File: src/rtl/instr_fetch_queue.sv
// Instruction fetch stage: owns the fetch PC, issues one-outstanding imem requests and
// buffers returned {pc,instr} pairs in a small prefetch queue presented to the datapath.
module instr_fetch_queue #(
  parameter int             n        = 16,
  parameter int             DEPTH    = 4,
  parameter logic [n-1:0]   RESET_PC = {n{1'b0}}
) (
  input  logic         clk,
  input  logic         reset,
  output logic         imem_req,
  output logic [n-1:0] imem_addr,
  input  logic         imem_rvalid,
  input  logic [n-1:0] imem_rdata,
  output logic         instr_valid,
  output logic [n-1:0] instr,
  output logic [n-1:0] pc,
  input  logic         instr_ready,
  input  logic         redirect,
  input  logic [n-1:0] redirect_pc
);

  localparam int             AW       = $clog2(DEPTH);
  localparam logic [AW:0]    FULL_CNT = (AW+1)'(DEPTH);
  localparam logic [n-1:0]   PC_STEP  = n'(2'd2);

  typedef enum logic [1:0] {
    IDLE = 2'd0,
    WAIT = 2'd1,
    DROP = 2'd2
  } state_t;

  state_t          state_r, state_next_s;
  logic [n-1:0]    fetch_pc_r, fetch_pc_next_s;
  logic [n-1:0]    imem_addr_r;
  logic            imem_req_r;
  logic            valid_r;
  logic [AW-1:0]   head_r, tail_r;
  logic [AW:0]     count_r, count_after_s;
  logic [n-1:0]    mem_pc_r    [DEPTH];
  logic [n-1:0]    mem_instr_r [DEPTH];
  logic            pop_s, push_s;

  // A redirect flushes the queue, so it suppresses any same-cycle pop or push.
  assign pop_s         = (count_r != {(AW+1){1'b0}}) && instr_ready && !redirect;
  assign push_s        = (state_r == WAIT) && imem_rvalid && !redirect;
  assign count_after_s = count_r + {{AW{1'b0}}, push_s} - {{AW{1'b0}}, pop_s};

  // Next fetch state and fetch PC.
  always_comb begin
    state_next_s    = state_r;
    fetch_pc_next_s = fetch_pc_r;
    case (state_r)
      IDLE: begin
        if (redirect) begin
          fetch_pc_next_s = redirect_pc;
        end else if (count_r < FULL_CNT) begin
          state_next_s = WAIT;
        end else begin
          state_next_s = IDLE;
        end
      end
      WAIT: begin
        if (redirect) begin
          fetch_pc_next_s = redirect_pc;
          state_next_s    = imem_rvalid ? IDLE : DROP;
        end else if (imem_rvalid) begin
          fetch_pc_next_s = fetch_pc_r + PC_STEP;
          state_next_s    = (count_after_s < FULL_CNT) ? WAIT : IDLE;
        end else begin
          state_next_s = WAIT;
        end
      end
      DROP: begin
        if (redirect) begin
          fetch_pc_next_s = redirect_pc;
        end else begin
          fetch_pc_next_s = fetch_pc_r;
        end
        state_next_s = imem_rvalid ? IDLE : DROP;
      end
      default: begin
        state_next_s = IDLE;
      end
    endcase
  end

  // FSM state, fetch PC, request outputs and queue pointers.
  always_ff @(posedge clk or negedge reset) begin
    if (!reset) begin
      state_r     <= IDLE;
      fetch_pc_r  <= RESET_PC;
      imem_addr_r <= RESET_PC;
      imem_req_r  <= 1'b0;
      valid_r     <= 1'b0;
      head_r      <= {AW{1'b0}};
      tail_r      <= {AW{1'b0}};
      count_r     <= {(AW+1){1'b0}};
    end else begin
      state_r    <= state_next_s;
      fetch_pc_r <= fetch_pc_next_s;
      // The abandoned request stays on the bus with its stale address until answered.
      imem_addr_r <= (state_next_s == DROP) ? imem_addr_r : fetch_pc_next_s;
      imem_req_r  <= (state_next_s != IDLE);
      if (redirect) begin
        head_r  <= {AW{1'b0}};
        tail_r  <= {AW{1'b0}};
        count_r <= {(AW+1){1'b0}};
        valid_r <= 1'b0;
      end else begin
        head_r  <= head_r + {{(AW-1){1'b0}}, pop_s};
        tail_r  <= tail_r + {{(AW-1){1'b0}}, push_s};
        count_r <= count_after_s;
        valid_r <= (count_after_s != {(AW+1){1'b0}});
      end
    end
  end

  // Prefetch storage; cleared on reset so the head reads zero.
  always_ff @(posedge clk or negedge reset) begin
    if (!reset) begin
      for (int i = 0; i < DEPTH; i++) begin
        mem_pc_r[i]    <= {n{1'b0}};
        mem_instr_r[i] <= {n{1'b0}};
      end
    end else if (push_s) begin
      mem_pc_r[tail_r]    <= fetch_pc_r;
      mem_instr_r[tail_r] <= imem_rdata;
    end
  end

  assign imem_req    = imem_req_r;
  assign imem_addr   = imem_addr_r;
  assign instr_valid = valid_r;
  assign instr       = mem_instr_r[head_r];
  assign pc          = mem_pc_r[head_r];

endmodule

File: config.mk
export PLATFORM = sky130hd
export DESIGN_NAME = instr_fetch_queue
export DESIGN_NICKNAME = d
export VERILOG_FILES = /design/src/rtl/instr_fetch_queue.sv
export SDC_FILE = /design/constraint.sdc
export NUM_CORES = 1
export LEC_CHECK = 0
export ABC_AREA = 1
export ABC_CLOCK_PERIOD_IN_PS = 2310
export CELL_PAD_IN_SITES_DETAIL_PLACEMENT = 0
export CELL_PAD_IN_SITES_GLOBAL_PLACEMENT = 1
export CORE_MARGIN = 2
export CORE_UTILIZATION = 40
export CTS_BUF_LIST = sky130_fd_sc_hd__clkbuf_8
export DETAILED_ROUTE_END_ITERATION = 10
export GPL_TIMING_DRIVEN = 1
export HOLD_SLACK_MARGIN = 0.12
export PLACE_DENSITY_LB_ADDON = 0.1
export SLEW_MARGIN = 0
export SYNTH_ARGS = -nofsm -noshare
export SYNTH_HDL_FRONTEND = slang
export SYNTH_SLANG_ARGS = --single-unit
export TNS_END_PERCENT = 100
File: constraint.sdc
create_clock -name clk -period 2.31 [get_ports clk]
set_input_delay 0.231 -clock clk [delete_from_list [all_inputs] [get_ports clk]]
set_output_delay 0.231 -clock clk [all_outputs]
set_load 0.01 [all_outputs]
---- Word level (Yosys, flattened, before mapping) ----
Cells that the tools add are included.
word-level totals
  ROM bits ................................ 0
  memories ................................ 0
  word-level logic and storage cells ...... 67
  register bits after elaboration ......... 171
  memory bits (writable) .................. 0
  output and inout port bits .............. 50
  bits in latches ......................... 0
cells by class
  reduce and logical (&&, ||, !) cells .... 11
  $lt $le $gt $ge ......................... 5
  bitwise operators ....................... 2
  equal/unequal tests ..................... 3
  multiply operators ...................... 0
  add/subtract/negate cells ............... 5
  divide/modulo/power cells ............... 0
  muxes and demuxes ....................... 25
  shift-type cells ........................ 0
operators with widths
  operator               number
  $bwmux 64              2
  $mux 16                8
  $bmux 16 s2            2
  $demux 16 s2           1
  $pmux 16 s2            1
  $add 16x2->16 const B  1
  $mux 2                 5
  $ge 3x3->1 const B     2
  $lt 3x3->1 const B     2
  $not 2->3              2
  $pmux 2 s3             1
  $reduce_bool 3->1      2
  $logic_and 1x1->1      5
  $add 2x1->2            2
  $eq 2x2->1 const B     2
  $mux 1                 4
  $add 3x1->3            1
  $lt 3x1->1 const B     1
  $mux 3                 1
  $sub 3x1->3            1
  $eq 2x1->1 const B     1
  $logic_not 2->1        1
  $reduce_bool 2->1      1
  $reduce_or 2->1        1
  $logic_not 1->1        1

---- Logic depth before layout (Yosys ltp) ----
Gate-level depths: netlist of run 1.
  word-level depth ........................ 11
  mapped depth ............................ 11

---- Worst setup path before layout of run 1 ----
OpenSTA, ideal clock, no wires.
  path kind ............................... flip-flop to flip-flop
  from .................................... register count_r[1]
  to ...................................... register imem_req_r, in the netlist imem_req
  cell stages (with the launch flop) ...... 12
  slack ................................... -22 ps
  arrival time ............................ 2,199 ps
  data required time ...................... 2,176 ps
  period minus slack after synthesis ...... 2,332 ps
  library setup time ...................... 134 ps
  cell sequence ........................... dfrtp_1 -> or2_2 -> o21ai_0 -> nor2_1 -> ha_1 -> inv_1 -> ha_1 -> inv_1 -> fa_1 -> xor2_1 -> o211ai_1 -> nand3_1
on the way
  longest elaborated chain between the ends .. 10
ends and longest elaborated chain
  element                                              RTL line  text
  from (decl)                                          38        logic [AW:0] count_r, count_after_s;
  from (signal assigned)                               97        count_r <= {(AW+1){1'b0}};
  from (signal assigned)                               107       count_r <= {(AW+1){1'b0}};
  from (signal assigned)                               112       count_r <= count_after_s;
  branches (longest 8 deep; another with $add 3x1->3)  --
  $pmux 2 s3 (*)                                       52        case (state_r)
  $reduce_bool 2->1 (*)                                103       imem_req_r <= (state_next_s != IDLE);
  to (signal assigned)                                 103
  to (decl)                                            35        logic imem_req_r;
Every way passes the cells marked *.
A chain may end at the register's enable or synchronous reset.

---- Worst setup path in the final report of run 1 ----
Same ends and word-level chain as after synthesis.

==> summary.txt, run 1 <==
Global route
  • Largest net degree at the start of global routing: a little over 60
  • Initial antenna violation count: 0
  • Top Usage Layer GRT: met2
  • First-pass GRT wire length: between 30000 and 40000 um
  • Met2 Use GR: 0.332
  • Total track usage: 0.207
  • GRT met3 Usage: 0.0407
  • M1 GR Usage: 0.289
  • Vias in the first global route: 6219
  • GR Overflow Total: 0

Yosys
  • Cells after Synth: 915
  • Top cells by area, synth: dfrtp_1 55%, nand2_1 9.8%, o21ai_1 7.8%
  • Fraction of the mapped netlist area in adder cells: 0.0105
  • Ys Warns: 0
  • Count of different cell masters after synthesis: 40
  • Mean post-synth cell area: 8.57 sq um
  • Register area share after synthesis: 0.546
  • Cell Area, Synth: between 7000 and 8000 sq um
  • Synth Area in XOR/XNOR: 0.00335
  • #FFs+latches synth: between 150 and 200
  • Top-count cell post-synth: nand2_1
  • Area leader, netlist: dfrtp_1
  • Ys flop type: dfrtp_1
  • Compound-cell area share of the yosys netlist: 0.190
  • Mux share of post-synthesis cell area: 0
  • Synth cell count leaders: 205 x nand2_1, 171 x dfrtp_1, 122 x o21ai_1
  • Syn_nets: between 900 and 1000
  • Largest family of logic cells by synthesized area: compound AO/OA/AOI/OAI gates
  • Synth top area share: 0.546
  • Simple-gate share of the synthesized area: 0.185
  • Number of synthesized flops with an enable pin: 0
  • Ys async rst share: 1.00

Pwr
  • Max VDD drop: between 0.0005 and 0.0006 V
  • Leak: ~4.7 nW
  • Sequential share of power: 0.417
  • Combinational power share: 0.374
  • Clock power frac: 0.209
  • Power per cell area: around 1100 nW/um^2
  • P_int: 0.00657 W
  • Sw frac: 0.356
  • Psw: 0.00363 W
  • Total Power: 0.0102 W

Die
  • Initial cell density of the core: 0.406
  • DIE AREA: 20700 sq um
  • Core area: between 15000 and 20000 sq um
  • Die X: about 140 um
  • Height of the chip: about 140 um
  • Ports: 87
  • Core Rows: 51

Worst setup path
  • Crit path depth: 11
  • Worst flop-to-flop path startpoint: count_r[1]
  • Worst Path Arrival: around 2.6 ns
  • R2r worst-path depth: 11
  • Type of origin of the critical path: flip-flop
  • Worst Path Required: ~2.6 ns
  • FF-to-FF setup slack: roughly 0.052 ns
  • CP peak stage delay: slightly below 0.4 ns
  • Crit-path leading delay family: adder cells
  • Buf+Inv Stages, Crit Path: 2
  • Setup Crit Path Kind: flip-flop to flip-flop
  • Critical path startpoint: count_r[1]
  • Worst setup EP type: flip-flop
  • Slowest cell on the critical path: dfrtp_1
  • Worst setup endpoint: imem_req
  • RR Endpoint: imem_req
  • Critical path, cell by cell: or2_4 -> o21ai_2 -> nor2_2 -> ha_1 -> inv_1 -> ha_1 -> inv_1 -> fa_2 -> xor2_1 -> o211ai_1 -> nand3_1
  • Critical-path maximum fanout: 2

CTS
  • Clk Latency, worst-skew pair: 0.44 ns
  • Clock buffer depth: 2
  • Clock sinks: 171
  • Clock tree from TritonCTS: yes
  • CTS Buf Count: 17
  • CTS Root Cell: clkbuf_8
  • Worst-path clk slew: 0.09 ns
  • Post-CTS Setup Inserts: 0
  • CTS H-tree depth: 4

Run
  • MaxCap Viol Count: 0

Min path
  • Hold crit path type: input pin to async pin

Placement
  • Number of port buffers: 86
  • Final GP Congestion: about 0.75
  • HPWL after DPL: between 10000 and 15000 um

Timing
  • Hold Vio Cnt, Final: 0
  • Final Slew Violations: 0
  • Fin crit period: around 2.3 ns
  • Worst rel slew slack: 0.607
  • RSZ-0062 raised after global routing: yes
  • Final period util: 0.978
  • Max Clk Rate: 443 MHz
  • Final setup vio count: 0
  • Setup Skew: ~0.012 ns
  • Worst-margin pin slew: slightly below 0.6 ns

Drt
  • Drt wl/cell: about 16 um
  • DRC: 0
  • Final ANT Viol Nets: 0
  • Total Wirelength: ~20000 um
  • Detailed router's first-iteration violation count: slightly below 400
  • Vias per inst: 5.04
  • DR vias: about 6400
  • Drt pass-1 iters: 4

Finish
  • N_diodes: 0
  • Final core occ: 0.496
  • Register area: approximately 4300 sq um
  • Area Overhead vs Synth: 22.2%
  • Multi-input gate area: 3070 sq um
  • Ratio of cells with drive above 1 in the final layout: 0.108
  • FILL cells: around 1900
  • Final net count: between 1000 and 1500

Run status
  • Status: completed
-- worst min-delay path by stage --
stage,slack (ns),start,to
floorplan,-0.06,reset,count_r[0]
global placement,0.26,reset,mem_instr_r[4]
detailed placement,0.26,reset,mem_instr_r[4]
CTS,0.33,reset,mem_instr_r[4]
global route,0.35,reset,mem_instr_r[4]
finish,0.33,reset,mem_instr_r[4]
-- final cells by class --
class	instances	share of cell area
clock buffers	19	0.0273
clock inverters	10	0.0132
multi-input cells	624	0.320
inverters	64	0.0255
repair buffers	123	0.133
flip-flops and latches	171	0.447
well taps	265	0.0346
-- flip-flops by register name, summed over array words and instances, names as in the netlist --
register and flops:
state_r 2, imem_req 1, fetch_pc_r 16, mem_instr_r 64, head_r 2, tail_r 2, instr_valid 1, count_r 3
imem_addr 16, mem_pc_r 64
-- power groups by stage --
stage / Clock (W) / Sequential, W / Combinational [W]
6_report: 0.00213 / 0.00426 / 0.00382
5_1_grt: 0.00234 / 0.00437 / 0.00432
4_1_cts: 0.00221 / 0.00426 / 0.00392
3_5_place_dp: 0 / 0.00430 / 0.00403
3_3_place_gp: 0 / 0.00430 / 0.00400
2_1_floorplan: 0 / 0.00425 / 0.00215
-- worst reg2reg max path: cells and delay by family, from the launching register on --
kind / cells / cell delay, ns
xor gates and xnor gates: 1 / 0.16
AOI/OAI and AO/OA: 2 / 0.34
DFF: 1 / 0.39
and+or+nand+nor: 3 / 0.42
adders and majority gates: 3 / 0.73
buffers and inverters: 2 / 0.11
-- per-stage QoR --
stage / worst slack [ns] / area (sq um) / setup TNS (ns) / instances / hold slack (ns)
detailed placement: -0.176 / 9120 / -0.423 / 1245 / 0.258
floorplan: 0.0108 / 7840 / 0 / 915 / -0.0646
global placement: -0.127 / 9120 / -0.303 / 1245 / 0.262
finish: 0.0518 / 9580 / 0 / 1276 / 0.331
CTS: 0.000237 / 9550 / 0 / 1276 / 0.330
global route: -0.140 / 9580 / -0.270 / 1276 / 0.346
-- layer usage --
metal / up-vias / share of wire
li1: 3231 / -
met1: 3074 / 0.49
met2: 114 / 0.47
met3: 13 / 0.035
met4: 0 / 0.0089
met5: - / 0
-- logic make-up after synthesis --
| family | count (synthesis) |
|---|---|
| AO/OA/AOI/OAI | 270 |
| buffers and inverters | 120 |
| adder cells (fa/ha/maj) | 6 |
| flip-flops | 171 |
| AND/OR/NAND/NOR | 345 |
| XOR/XNOR | 3 |
-- repair_timing --
action	4_1_cts	5_1_grt
resized for setup	29	14
setup endpoints to repair	19	15
cloned	1	0
hold endpoints to repair	55	0
pin swaps	3	5
hold buffers	1	0
-- cell usage in the layout (no fill, tap or decap), drive strengths merged --
cell type,n
nand2,211
o21ai,207
dfrtp,171
nor2,91
inv,64
clkdlybuf4s50,53
o22ai,42
buf,36
nand3,28
dlygate4sd2,21
clkbuf,19
dlymetal6s2s,11
nand4,8
a21oi,8
clkinv,6
ha,5
o211ai,4
or2,4
a31oi,4
bufinv,3
o32ai,2
xor2,2
o221ai,1
a22oi,1
a22o,1
or4,1
nor3,1
xnor2,1
nand3b,1
fa,1
clkinvlp,1
bufbuf,1
dlygate4sd3,1
Note: power is estimated with default switching activity, not from simulation.
==> run 2, diff against run 1 <==
CAP_MARGIN = 20   (was not set)
CORE_MARGIN = 8   (was 2)
==> summary.txt, run 2 (synthesized netlist as in run 1, its figures left out) <==
CTS
  • CTS H-tree depth: 4
  • Clock buffer depth: 2
  • CTS Root Cell: clkbuf_8
  • CTS Buf Count: 17
  • Clock sinks: around 170
  • Clk Latency, worst-skew pair: around 0.46 ns
  • Worst-path clk slew: ~0.10 ns
  • Clock tree from TritonCTS: yes

Placement
  • Number of port buffers: 86
  • Dpl cell area: roughly 9100 sq um
  • HPWL after DPL: between 10000 and 15000 um
  • Placed Instances: ~1200
  • Final GP Congestion: ~0.76

Drt
  • Drt pass-1 iters: 4
  • Final ANT Viol Nets: 0
  • Detailed router's first-iteration violation count: roughly 350
  • Vias per inst: a little over 5
  • DRC: 0
  • DR vias: 6474
  • Drt wl/cell: 16.2 um
  • Total Wirelength: around 21000 um

Global route
  • First-pass GRT wire length: about 34000 um
  • Total track usage: 0.176
  • GR Overflow Total: 0
  • Initial antenna violation count: 0
  • Vias in the first global route: ~6500
  • Largest net degree at the start of global routing: 113

Timing
  • Max Clk Rate: 439 MHz
  • Final Hold Slack: about 0.32 ns
  • Hold Vio Cnt, Final: 0
  • Fin crit period: ~2.3 ns
  • Final setup vio count: 0
  • Final Slew Violations: 0
  • Worst rel slew slack: 0.581
  • RSZ-0062 raised after global routing: yes
  • Worst-margin pin slew: between 0.6 and 0.7 ns
  • Final period util: 0.987
  • Setup Skew: between 0.007 and 0.008 ns

Worst setup path
  • R2r worst-path depth: 11
  • Worst Path Arrival: 2.62 ns
  • Critical path startpoint: count_r[1]
  • Setup Crit Path Kind: flip-flop to flip-flop
  • FF-to-FF setup slack: between 0.03 and 0.04 ns
  • Critical-path maximum fanout: 2
  • Worst flop-to-flop path startpoint: count_r[1]
  • Worst setup EP type: flip-flop
  • Type of origin of the critical path: flip-flop
  • Worst Path Required: ~2.7 ns
  • Worst setup endpoint: imem_req
  • RR Endpoint: imem_req

Finish
  • Final net count: about 1000
  • Register area: roughly 4300 sq um
  • N_diodes: 0
  • FILL cells: 1951
  • Ratio of cells with drive above 1 in the final layout: 0.111
  • Commonest non-fill, non-tap cell in the layout: nand2_1
  • Most frequent cells in the layout: 205 x nand2_1, 170 x dfrtp_1, 131 x o21ai_1, 85 x nor2_1, 63 x o21ai_0
  • Non-filler cells, final: between 1000 and 1500
  • Top Registers: mem_instr_r (64), mem_pc_r (64)
  • Area Overhead vs Synth: 23.2%
  • Design area: 9670 sq um
  • Multi-input gate area: about 3100 sq um

Die
  • DIE AREA: ~24000 sq um
  • Die X: between 150 and 200 um
  • Ports: between 80 and 90
  • Core Rows: just over 50
  • Initial cell density of the core: 0.406
  • Height of the chip: between 150 and 200 um
  • Core area: around 19000 sq um

Run status
  • Status: completed

Pwr
  • Total Power: roughly 0.010 W
  • Max VDD drop: about 0.00053 V
  • Power per cell area: around 1100 nW/um^2
  • Leak: around 4.7 nW

Run
  • MaxCap Viol Count: 0

Min path
  • Hold crit path type: input pin to async pin
-- run 2: how the worst min path moves through the flow --
stage | end | cells after the start
4_1_cts | mem_instr_r[0] | 3
6_report | mem_instr_r[0] | 3
2_1_floorplan | count_r[0] | 0
5_1_grt | mem_instr_r[36] | 3
3_5_place_dp | mem_instr_r[4] | 1
3_3_place_gp | mem_instr_r[52] | 1
-- run 2: through the flow --
stage           util  setup slack, ns  setup TNS (ns)
6_report       0.500           0.0306               0
5_1_grt        0.500          -0.0925          -0.371
4_1_cts        0.494         -0.00784        -0.00784
3_5_place_dp   0.471           -0.180          -0.437
3_3_place_gp   0.471           -0.128          -0.284
2_1_floorplan      -           0.0108               0
-- run 2: critical path, stage by stage, from the launching register on --
cell and delay, ns:
dfrtp_1 0.39, or2_4 0.26, o21ai_2 0.11, nor2_1 0.07
ha_1 0.29, inv_1 0.06, ha_2 0.15, inv_1 0.05
fa_2 0.33, xor2_1 0.16, o211ai_1 0.21, nand3_1 0.10
-- run 2: cell type report --
class | instances | share of cell area
Inverter | 64 | 0.0255
Clock buffer | 19 | 0.0271
Sequential cell | 171 | 0.443
Multi-Input combinational cell | 624 | 0.317
Clock inverter | 13 | 0.0173
Timing Repair Buffer | 126 | 0.136
Tap cell | 265 | 0.0343
-- run 2: metal layers --
layer  share of wire  GRT usage  up-vias  wire length, um
met5               0          0        -                0
met4          0.0077     0.0425        0              159
met3           0.044     0.0418       10              914
met2            0.47      0.287      120             9670
met1            0.48      0.232     3118            10000
li1                -          -     3226                -
-- run 2: repair_timing --
| item | in CTS | in global routing |
|---|---|---|
| gates cloned | 0 | 2 |
| setup endpoints to repair | 27 | 18 |
| hold endpoints to repair | 171 | 0 |
| setup buffers | 0 | 2 |
| resized for setup | 23 | 25 |
| pin swaps | 4 | 1 |
| hold buffers | 2 | 0 |
-- run 2: power breakdown --
part | internal (W) | switching, W | total, W
sequential | 0.00376 | 0.000489 | 0.00425
clock | 0.00113 | 0.00115 | 0.00228
combinational | 0.00175 | 0.00215 | 0.00390
total | 0.00665 | 0.00378 | 0.0104
==> run 3, diff against run 2 <==
CAP_MARGIN = 5   (was 20)
==> results of run 3 <==
Final layout, timing and power as in run 2 (identical DEF).
